**config.mk**
```make
export PLATFORM = sky130hd
export DESIGN_NAME = branch_resolve_unit
export DESIGN_NICKNAME = d
export VERILOG_FILES = /design/src/rtl/bru_pkg.sv /design/src/rtl/branch_mispredict_cmp.sv /design/src/rtl/branch_resolve_unit.sv
export SDC_FILE = /design/constraint.sdc
export NUM_CORES = 1
export LEC_CHECK = 0
export ABC_AREA = 1
export CAP_MARGIN = 25
export CORE_MARGIN = 1.5
export CORE_UTILIZATION = 57
export DETAILED_ROUTE_END_ITERATION = 6
export DONT_BUFFER_PORTS = 1
export GPL_ROUTABILITY_DRIVEN = 0
export GPL_TIMING_DRIVEN = 0
export HOLD_SLACK_MARGIN = 0.03
export MAX_ROUTING_LAYER = met4
export PLACE_DENSITY_LB_ADDON = 0.25
export SYNTH_ARGS = -nofsm -noshare
export SYNTH_HDL_FRONTEND = slang
export SYNTH_HIERARCHICAL = 1
export SYNTH_SLANG_ARGS = --single-unit
```
**constraint.sdc**
```tcl
create_clock -name clk -period 1.5 [get_ports clk]
set_clock_uncertainty 0.1 [all_clocks]
set_input_delay 0.075 -clock clk [delete_from_list [all_inputs] [get_ports clk]]
set_output_delay 0.075 -clock clk [all_outputs]
set_load 0.02 [all_outputs]
```
**src/rtl/bru_pkg.sv**
```systemverilog
// Shared types and field layout for the branch resolve unit.
// Packet, prediction and fetch-exception layouts live here so every stage agrees on them.
package bru_pkg;

    localparam int PC_W   = 32;
    localparam int TYPE_W = 2;
    localparam int INFO_W = 2 * PC_W + 1 + TYPE_W;

    localparam logic [TYPE_W-1:0] BR_NONE = 2'b00;
    localparam logic [TYPE_W-1:0] BR_COND = 2'b01;
    localparam logic [TYPE_W-1:0] BR_JUMP = 2'b10;
    localparam logic [TYPE_W-1:0] BR_JREG = 2'b11;

    localparam int BI_PC_HI   = 66;
    localparam int BI_PC_LO   = 35;
    localparam int BI_TAKEN   = 34;
    localparam int BI_TGT_HI  = 33;
    localparam int BI_TGT_LO  = 2;
    localparam int BI_TYPE_HI = 1;
    localparam int BI_TYPE_LO = 0;

    localparam int PP_DIR    = 32;
    localparam int PP_TGT_HI = 31;
    localparam int PP_TGT_LO = 0;

    localparam int FX_TLB_IINVALID = 0;
    localparam int FX_TLB_IILLEGAL = 1;
    localparam int FX_ADEL         = 2;
    localparam int FX_TLB_IMISS    = 3;
    localparam int FX_EXL          = 4;

    typedef enum logic [1:0] {
        IDLE,
        WAIT_DS,
        REDIR
    } bru_state_e;

    typedef struct packed {
        logic [PC_W-1:0]   pc;
        logic              taken;
        logic [PC_W-1:0]   target;
        logic [TYPE_W-1:0] btype;
    } br_info_t;

endpackage

```
**src/rtl/branch_mispredict_cmp.sv**
```systemverilog
// Compares a resolved branch with its fetch-time prediction.
// Produces the mispredict flag and the PC fetch must resume from.
module branch_mispredict_cmp
    import bru_pkg::*;
(
    input  logic [PC_W:0]   pred_pack,
    input  logic            br_taken,
    input  logic [PC_W-1:0] br_target,
    input  logic [PC_W-1:0] br_pc,
    output logic            mispredict,
    output logic [PC_W-1:0] correct_pc
);

    logic            pred_dir;
    logic [PC_W-1:0] pred_target;

    assign pred_dir    = pred_pack[PP_DIR];
    assign pred_target = pred_pack[PP_TGT_HI:PP_TGT_LO];

    // wrong direction, or right direction but wrong taken target
    assign mispredict = (pred_dir != br_taken) |
                        (br_taken & (pred_target != br_target));

    // not-taken resumes after the delay slot; +8 wraps modulo 2^32
    assign correct_pc = br_taken ? br_target : br_pc + 32'd8;

endmodule

```
**src/rtl/branch_resolve_unit.sv**
```systemverilog
// EX-stage branch resolution: predictor training packet and delay-slot aware redirect.
// Optional macro BRU_PERF_CNT_EN adds branch / mispredict performance counters.
module branch_resolve_unit
    import bru_pkg::*;
(
    input  logic               clk,
    input  logic               rst,
    input  logic               stall,
    input  logic               flush,
    input  logic               br_valid,
    input  logic [PC_W-1:0]    br_pc,
    input  logic [TYPE_W-1:0]  br_type,
    input  logic               br_taken,
    input  logic [PC_W-1:0]    br_target,
    input  logic [PC_W:0]      pred_pack,
    input  logic [4:0]         fetch_exc,
    input  logic               ds_valid,
    output logic [INFO_W-1:0]  branch_info_o,
    output logic               mispredict_o,
    output logic               redirect_o,
    output logic [PC_W-1:0]    redirect_pc_o,
    output logic               busy_o
`ifdef BRU_PERF_CNT_EN
    ,
    output logic [31:0]        perf_br_cnt_o,
    output logic [31:0]        perf_miss_cnt_o
`endif
);

    bru_state_e      state_q;
    logic [PC_W-1:0] cap_pc_q;
    br_info_t        info_q;
    br_info_t        info_d;
    logic            exc_any;
    logic            qual;
    logic            miss;
    logic [PC_W-1:0] correct_pc;

    branch_mispredict_cmp u_cmp (
        .pred_pack  (pred_pack),
        .br_taken   (br_taken),
        .br_target  (br_target),
        .br_pc      (br_pc),
        .mispredict (miss),
        .correct_pc (correct_pc)
    );

    assign exc_any = fetch_exc[FX_EXL]          |
                     fetch_exc[FX_TLB_IMISS]    |
                     fetch_exc[FX_ADEL]         |
                     fetch_exc[FX_TLB_IILLEGAL] |
                     fetch_exc[FX_TLB_IINVALID];

    // a branch seen while busy sits in a delay slot and is ignored
    assign qual = br_valid & ~stall & ~flush & ~exc_any &
                  (br_type != BR_NONE) & (state_q == IDLE);

    assign info_d = '{pc: br_pc, taken: br_taken,
                      target: br_target, btype: br_type};

    // training packet and mispredict pulse, zero on every non-qualified cycle
    always_ff @(posedge clk) begin
        if (rst) begin
            info_q       <= '0;
            mispredict_o <= 1'b0;
        end else begin
            info_q       <= qual ? info_d : '0;
            mispredict_o <= qual & miss;
        end
    end

    // delay-slot sequencer: capture correct PC, wait for slot, redirect once
    always_ff @(posedge clk) begin
        if (rst) begin
            state_q  <= IDLE;
            cap_pc_q <= '0;
        end else if (flush) begin
            state_q  <= IDLE;
        end else begin
            unique case (state_q)
                IDLE: begin
                    if (qual & miss) begin
                        cap_pc_q <= correct_pc;
                        state_q  <= ds_valid ? REDIR : WAIT_DS;
                    end
                end
                WAIT_DS: begin
                    if (ds_valid & ~stall) state_q <= REDIR;
                end
                REDIR: begin
                    if (~stall) state_q <= IDLE;
                end
                default: state_q <= IDLE;
            endcase
        end
    end

    // pulse must drop in the same cycle a stall or flush arrives
    assign redirect_o    = (state_q == REDIR) & ~stall & ~flush & ~rst;
    assign redirect_pc_o = redirect_o ? cap_pc_q : '0;
    assign busy_o        = (state_q != IDLE);
    assign branch_info_o = info_q;

`ifdef BRU_PERF_CNT_EN
    logic [31:0] br_cnt_q;
    logic [31:0] miss_cnt_q;

    // free-running event counters; only rst clears them
    always_ff @(posedge clk) begin
        if (rst) begin
            br_cnt_q   <= '0;
            miss_cnt_q <= '0;
        end else begin
            if (qual)        br_cnt_q   <= br_cnt_q + 32'd1;
            if (qual & miss) miss_cnt_q <= miss_cnt_q + 32'd1;
        end
    end

    assign perf_br_cnt_o   = br_cnt_q;
    assign perf_miss_cnt_o = miss_cnt_q;
`endif

endmodule

```
* Yosys cells after proc, flatten, opt, wreduce, memory -nomap -nowiden *
Index checks and enable logic that the tools add are counted.

storage, ports and cells
  ROM bits = 0
  input bits = 111
  bits in writable memories = 0
  output and inout port bits = 102
  bits in latches = 0
  logic and storage cells = 50
  memories = 0
  register bits = 102

operators by class
  magnitude comparators = 0
  equality and inequality tests = 7
  mux-type cells = 7
  shifts and indexed selects = 0
  divide/modulo/power cells = 0
  reduce and logical (&&, ||, !) cells = 7
  $add $sub $neg = 1
  $mul = 0
  bitwise operators = 21

operators with widths
  kind                                                   count
  two-way mux 32 bit                                     2
  adder 32 x 4 -> 32 bit, second input constant          1
  inequality test 32 bit                                 1
  bitwise AND 1 bit                                      11
  two-way mux 2 bit                                      4
  case mux 2 bit (3 select lines)                        1
  AND reduction 3 bit                                    2
  inverter 1 bit                                         5
  bitwise OR 1 bit                                       5
  inequality test 2 bit, second input constant           2
  nonzero test 2 bit                                     2
  OR reduction 2 bit                                     2
  == test 2 x 1 -> 1 bit, second input constant          1
  == test 2 bit, second input constant                   1
  zero test 2 bit                                        1
  inequality test 2 x 1 -> 1 bit, second input constant  1
  inequality test 1 bit                                  1

* Longest topological paths before layout *
Gate-level depths: netlist (run 1).

  word-level depth = 11
  gate-level depth with buffers = 15
  mapped depth without buffers = 14

* Hierarchy *
The synthesis (run 1) kept the hierarchy.

by module, submodules not included
  module                 times used  cells each  sequential area each (um^2)  area each (um^2)
  branch_resolve_unit    1           427         2,042.0                      3,432.0
  branch_mispredict_cmp  1           379         0.0                          1,700.4

* Worst setup path after synthesis (run 1) *
No wires, ideal clock.

  path kind = register -> output
  start = register state_q[0]
  end = output redirect_pc_o[10]
  arrival = 1.716 ns
  data required time = 1.325 ns
  buffers on the path = 1
  cell stages (with the launch flop) = 7
  slack = -0.391 ns
  path through = dfxtp_1 -> inv_1 -> nand2_1 -> nor3_1 -> inv_1 -> clkbuf_1 -> nor2_1

on the way
  longest elaborated chain between the ends = 5

RTL lines
  what                             line                        text
  start: declaration               branch_resolve_unit.sv:30   bru_state_e state_q;
  start signal: assignment         branch_resolve_unit.sv:84   state_q <= ds_valid ? REDIR : WAIT_DS;
  == test 2 bit                    branch_resolve_unit.sv:99   assign redirect_o = (state_q == REDIR) & ~stall & ~flush & ~rst;
  bitwise AND 1 bit (3 in series)  branch_resolve_unit.sv:99
  net redirect_o                   branch_resolve_unit.sv:20   output logic redirect_o,
  two-way mux 32 bit               branch_resolve_unit.sv:100  assign redirect_pc_o = redirect_o ? cap_pc_q : '0;
  end: declaration                 branch_resolve_unit.sv:21   output logic [PC_W-1:0] redirect_pc_o,

The timed path passes the listed nets, and every way through them passes these cells.

* Final worst setup path (run 1) *
  start = register state_q[0]
  end = output redirect_pc_o[5]

The elaborated chain is that of the path after synthesis.

==> impl_metrics.json, run 1 <==
{
  "outcome": "complete, but fails checks",
  "violations": "negative hold slack, negative setup slack",
  "diodes": 0,
  "drt_iter0_markers": 420,
  "grtUsageMet2": 0.6218,
  "ys_types": 28,
  "worstPathArrival_ns": 1.76,
  "synth-seq-area-share": 0.3979,
  "grt_pass1_vias": 5457,
  "whs_ns": -0.1084,
  "worstSetupPathDepth": 6,
  "grt-ovfl-total": 0,
  "r2r_cells": 8,
  "synth_ff_type": "dfxtp_1",
  "slew_headroom": 0.6667,
  "row_count": 34,
  "synth_seq_cells": 102,
  "core_area_sq_mm": 0.008721,
  "syn_area_sq_mm": 0.005132,
  "grt_use_met3": 0.07158,
  "rrSetupSlack_ns": -0.32,
  "fillCellCount": 663,
  "clock_latency_ns": 0.36,
  "die_y_um": 97.89,
  "period_share": 1.292,
  "p_comb_frac": 0.131,
  "max_slew.worst_pin.slew_ns": 0.5000,
  "grt_most_used_layer": "met2",
  "netlist_instances": 806,
  "port_buffers": 0,
  "critPathLaunchType": "flop",
  "p_clk_frac": 0.325,
  "max_freq_mhz": 516.1,
  "cts_max_level": 3,
  "nNetsFinal": 1018,
  "yosysMostFrequentCell": "inv_1",
  "grt_max_degree": 17,
  "clk_pin_slew_ns": 0.10,
  "clock_sinks": 102,
  "cts_buffers": 9,
  "ctsRootBufferMaster": "clkbuf_8",
  "fin_tns_setup_ns": -31.25,
  "crit_path_top_delay_cell": "dfxtp_2",
  "grt_pass1_wl_um": 26230,
  "clockBufferDepth": 2,
  "slew_violations": 0,
  "hold_depth": 4,
  "cpPeakStageDelay_ns": 0.35,
  "wire_per_inst_um": 16.75,
  "cpLargestDelayFamily": "simple AND/OR/NAND/NOR gates",
  "cts_tree": "yes",
  "syn_avg_cell_area_sq_um": 6.368,
  "routed_wl_um": 17070,
  "dpl.cell_count": 914,
  "grt.met1_usage": 0.3826,
  "path_buf_inv": 3,
  "hold_path.class": "input port to flop",
  "crit_fanout": 10,
  "drive_gt1_frac": 0.1339,
  "vias": 5502,
  "firstDrtPassIters": 6,
  "synth_fp_nets": 918,
  "fin_ws_ns": -0.4375,
  "route.antenna.remaining_nets": 0,
  "power.internal_uw": 3667,
  "maxCapViolCount": 0,
  "cp.required_ns": 1.32,
  "yosys-top-cells-area": "dfxtp_1 (40%), inv_1 (13%), nand2_1 (11%)",
  "max-vdd-ir-drop_uv": 450.9,
  "drc": 0,
  "finalHoldViolations": 1,
  "period_minus_slack_ns": 1.938,
  "p_switching_uw": 1320,
  "grt_usage": 0.3572,
  "p_leak_uw": 0.003135,
  "seq_power_share": 0.544,
  "critical_path_class": "flop to primary output",
  "synthTopCellsByCount": "inv_1 (177), nand2_1 (152), nor2_1 (140)",
  "initial_core_util": 0.5885,
  "vias_per_cell": 5.399,
  "grt_antenna_before_repair": 0,
  "post-dp-hpwl_um": 11750,
  "ys_warn_count": 6,
  "crit_chain": "inv_2, nand2_4, nor3_4, inv_4, clkbuf_16, nor2_4",
  "area_growth_pct": 30.91,
  "async_flop_share": 0,
  "yosysTopAreaCell": "dfxtp_1",
  "rsz0062_at_grt": "true",
  "sw_frac_of_total": 0.2647,
  "endpoint_kind": "primary output",
  "synth_top_cell_area_share": 0.3979,
  "pin_count": 213,
  "die_w_um": 97.89,
  "dieArea_sq_mm": 0.009582,
  "synth_edf_count": 0,
  "p_per_area_mw_per_mm2": 742.2,
  "layoutNonFillerInstCount": 1019,
  "setup_violations": 134
}
[metal layers]
layer | routed length [um] | vias to the layer above | share of wire
met5 | 0 | - | 0
met4 | 782 | 0 | 0.046
met3 | 1486 | 65 | 0.087
met2 | 8666 | 354 | 0.51
met1 | 6130 | 2492 | 0.36
li1 | - | 2591 | -
[sequential cells by signal, indices dropped and copies added (netlist names)]
name and flops:
branch_info_o 67, cap_pc_q 32, mispredict_o 1, state_q 2
[path summary, 6_finish.rpt]
kind | endpoint | start
setup / recovery | redirect_pc_o[5] | state_q[0]$_SDFFE_PP0P_
setup reg to reg | cap_pc_q[16]$_SDFFE_PP0P_ | state_q[1]$_SDFFE_PP0P_
hold / removal | mispredict_o$_SDFF_PP0_ | pred_pack[32]
hold reg to reg | cap_pc_q[31]$_SDFFE_PP0P_ | cap_pc_q[31]$_SDFFE_PP0P_
[through the flow]
stage | area, sq um | util | setup WS [ns] | power, uW
2_1_floorplan | 5388 | - | -0.02014 | 3111
3_3_place_gp | 5523 | 0.6333 | -0.6283 | 3184
3_5_place_dp | 5523 | 0.6333 | -0.6473 | 3194
4_1_cts | 6628 | 0.7600 | -0.4430 | 4968
5_1_grt | 6719 | 0.7704 | -0.4960 | 5182
6_report | 6719 | 0.7704 | -0.4375 | 4987
[power groups by stage]
stage                     clock network [uW]  registers [uW]  logic (uW)
after global placement                     0            2780         409
after CTS                               1640            2710         616
final                                   1620            2710         653
after detailed placement                   0            2780         419
after floorplan                            0            2780         336
after global routing                    1750            2710         715
[cell usage in the layout, fill, tap and decap left out, drive strengths merged]
cell          synthesis  layout
nand2               156     156
dfxtp               102     102
nor4                  1       1
nor3                 12      12
a21oi                43      43
xor2                 11      11
nand3b                1       1
dlygate4sd3           0      78
xnor2                 5       5
nand4                 1       1
ha                    1       1
buf                   6      12
o22ai                 4       4
and2                  1       1
dlymetal6s4s          0       3
o21bai                2       2
clkinvlp              0       3
clkbuf               21      35
nand3                30      30
nor2                169     169
o21ai                60      60
inv                 180     181
[final cells by class]
type	count	area, sq um	area share
Buffer	27	246.5	0.03669
Clock buffer	12	145.1	0.02160
Clock inverter	4	31.28	0.004655
Inverter	180	678.2	0.1009
Multi-Input combinational cell	497	2547	0.3791
Sequential cell	102	2044	0.3043
Tap cell	108	135.1	0.02011
Timing Repair Buffer	89	890.9	0.1326
[cells by family after synthesis]
kind of cell,synth area share
and+or+nand+nor,0.3057
buffers and inverters,0.1585
AOI/OAI and AO/OA,0.1082
DFF,0.3979
xor gates and xnor gates,0.02730
adders and majority gates,0.002437
[worst reg2reg max path, delay by kind of cell (launching register included)]
| kind | cells | cell delay (ns) |
|---|---|---|
| and+or+nand+nor | 4 | 0.49 |
| DFF | 1 | 0.37 |
| buffers and inverters | 2 | 0.43 |
| AOI/OAI and AO/OA | 2 | 0.33 |
[what timing repair did]
item,4_1_cts,5_1_grt
buffers inserted,1,5
endpoints found under the hold margin,99,3
hold buffers,79,2
pin swaps,5,4
endpoints found under the setup margin,134,134
cloned,2,0
resized for setup,28,15
(Power assumes the default switching activity.)
==> run 2, diff against run 1 <==
--- a/config.mk
+++ b/config.mk
@@ -6,8 +6,6 @@
 export NUM_CORES = 1
 export LEC_CHECK = 0
 export ABC_AREA = 1
-export CAP_MARGIN = 25
-export CORE_MARGIN = 1.5
 export CORE_UTILIZATION = 57
 export DETAILED_ROUTE_END_ITERATION = 6
 export DONT_BUFFER_PORTS = 1
==> run 2 against run 1 <==
Against the previous run: the flow still finishes with violations (negative hold slack, negative setup slack); register-to-register slack worse by 0.03 ns; routed wire length up 2.6%; utilization is 1.3 points higher; global-route usage rose by 1.9 points; first-iteration DRC count shrank 22%; non-clock buffer count is 6 higher; sequential share of layout area shrank 0.51 points; final area rose by 1.7%; die area decreased by 2.0%; fmax decreased by 1.3%; worst hold slack improved by 0.10 ns; setup slack got worse by 0.026 ns; largest cell class unchanged.
==> impl_metrics.json, run 2 (same netlist as run 1, synthesis figures left out) <==
{
  "outcome": "complete, but fails checks",
  "violations": "negative hold slack, negative setup slack",
  "row_count": 34,
  "clock_sinks": 102,
  "vias": 5621,
  "max-vdd-ir-drop_uv": 574.9,
  "final_common_cell": "inv_1",
  "routed_wl_um": 17510,
  "route.antenna.remaining_nets": 0,
  "worstPathArrival_ns": 1.79,
  "dpl.cell_count": 914,
  "stdcell_area_sq_mm": 0.006834,
  "max_slew.worst_pin.slew_ns": 0.5434,
  "crit_fanout": 10,
  "wl_met2_um": 8574,
  "wire_per_inst_um": 17.14,
  "critPathLaunchType": "input port",
  "whs_ns": -0.008157,
  "period_share": 1.309,
  "fin_ws_ns": -0.4639,
  "grt_pass1_wl_um": 26960,
  "grt_max_degree": 16,
  "r2r_cells": 8,
  "period_minus_slack_ns": 1.964,
  "area_growth_pct": 33.15,
  "grt-ovfl-total": 0,
  "rsz0062_at_grt": "true",
  "cts_tree": "yes",
  "p_per_area_mw_per_mm2": 769.1,
  "grt_usage": 0.3764,
  "top_layer_used": "met4",
  "drc": 0,
  "grt_pass1_vias": 5673,
  "drt_iter0_markers": 327,
  "cpPeakStageDelay_ns": 0.58,
  "max_freq_mhz": 509.2,
  "met1_length_um": 6338,
  "die_w_um": 96.89,
  "slew_violations": 0,
  "clk_pin_slew_ns": 0.09,
  "slew_headroom": 0.6377,
  "hold_path.class": "input port to flop",
  "rrSetupSlack_ns": -0.35,
  "nNetsFinal": 1024,
  "fin_tns_setup_ns": -41.56,
  "dieArea_sq_mm": 0.009388,
  "finalHoldViolations": 1,
  "pre_cts_slack_ns": -0.6479,
  "worstReg2RegStart": "state_q[0]$_SDFFE_PP0P_",
  "worstHoldStart": "br_pc[21]",
  "vias_per_cell": 5.500,
  "initial_core_util": 0.5885,
  "maxCapViolCount": 0,
  "hold_end": "cap_pc_q[21]$_SDFFE_PP0P_",
  "route.met3.wl_um": 1660,
  "grt_antenna_before_repair": 0,
  "clock_latency_ns": 0.36,
  "crit_chain": "dlygate4sd3_1, nor2_1, inv_1, nor3_4, inv_4, clkbuf_16, nor2_4",
  "largest_reg_flops": 67,
  "ctsRootBufferMaster": "clkbuf_8",
  "core_area_sq_mm": 0.008721,
  "port_buffers": 0,
  "firstDrtPassIters": 5,
  "post-dp-hpwl_um": 11640,
  "clockBufferDepth": 2,
  "pin_count": 213,
  "die_y_um": 96.89,
  "placed_cell_area_sq_mm": 0.005523,
  "p_leak_uw": 0.003176,
  "critical_path_class": "input port to primary output",
  "crit_path_top_delay_cell": "dlygate4sd3_1",
  "drive_gt1_frac": 0.1510,
  "layout_common_cells": "inv_1 (174), nand2_1 (150), nor2_1 (108)",
  "cp.required_ns": 1.32,
  "diodes": 0,
  "hold_depth": 4,
  "cts_max_level": 3,
  "cts_buffers": 9,
  "layoutNonFillerInstCount": 1022,
  "setup_violations": 134,
  "r2r-end": "branch_info_o[30]$_SDFF_PP0_",
  "endpoint_kind": "primary output"
}
[run 2: cell types whose count changed in the layout (fill, tap and decap cells not counted), moves of 3 or more]
cell and delta:
clkbuf_4 +5, a21oi_2 +4, buf_4 +3, a21oi_1 -4, clkbuf_2 -4
[run 2: how the worst max path moves through the flow]
stage                             from                         to  slack (ns)  cells after the start
4_1_cts        state_q[1]$_SDFFE_PP0P_          redirect_pc_o[22]       -0.43                      5
6_report                           rst          redirect_pc_o[10]       -0.46                      7
3_5_place_dp                  br_taken  cap_pc_q[20]$_SDFFE_PP0P_       -0.65                      9
5_1_grt                            rst          redirect_pc_o[10]       -0.52                      7
3_3_place_gp                  br_taken  cap_pc_q[12]$_SDFFE_PP0P_       -0.64                      9
2_1_floorplan  state_q[0]$_SDFFE_PP0P_          redirect_pc_o[10]       -0.02                      6
[run 2: critical path: cells and delay by family]
kind	cells	cell delay, ns
AND/OR/NAND/NOR	3	0.62
buffers and inverters	4	1.08
[run 2: power by group]
group / switching, uW / internal (uW)
sequential: 3.19 / 2710
combinational: 363 / 300
clock: 967 / 914
total: 1330 / 3920
[run 2: stage by stage]
step | total power, uW | hold slack (ns) | util
floorplan | 3111 | 0.08719 | -
global placement | 3184 | 0.08798 | 0.6333
detailed placement | 3196 | 0.09067 | 0.6333
CTS | 5190 | -0.1198 | 0.7709
global route | 5402 | 0.03771 | 0.7836
finish | 5256 | -0.008157 | 0.7836
[run 2: area by class of cell]
type                            count  area, sq um
Clock inverter                      4        75.07
Clock buffer                        9        123.9
Timing Repair Buffer               95        930.9
Sequential cell                   102         2044
Fill cell                         652         1887
Multi-Input combinational cell    497         2576
Buffer                             27        270.3
Tap cell                          108        135.1
Inverter                          180        678.2
[run 2: repair_timing]
action                                  in CTS  in global routing
hold buffers                                79                  1
endpoints found under the setup margin     134                134
hold endpoints to repair                   101                  1
pin swaps                                    6                  3
gates cloned                                 4                  1
setup buffers                                6                  4
gates resized for setup                     34                 28
[run 2: per-layer routing]
layer / vias up / GRT usage
met3: 84 / 0.07803
li1: 2609 / -
met4: 0 / 0.2078
met5: - / -
met2: 363 / 0.6495
met1: 2565 / 0.4017
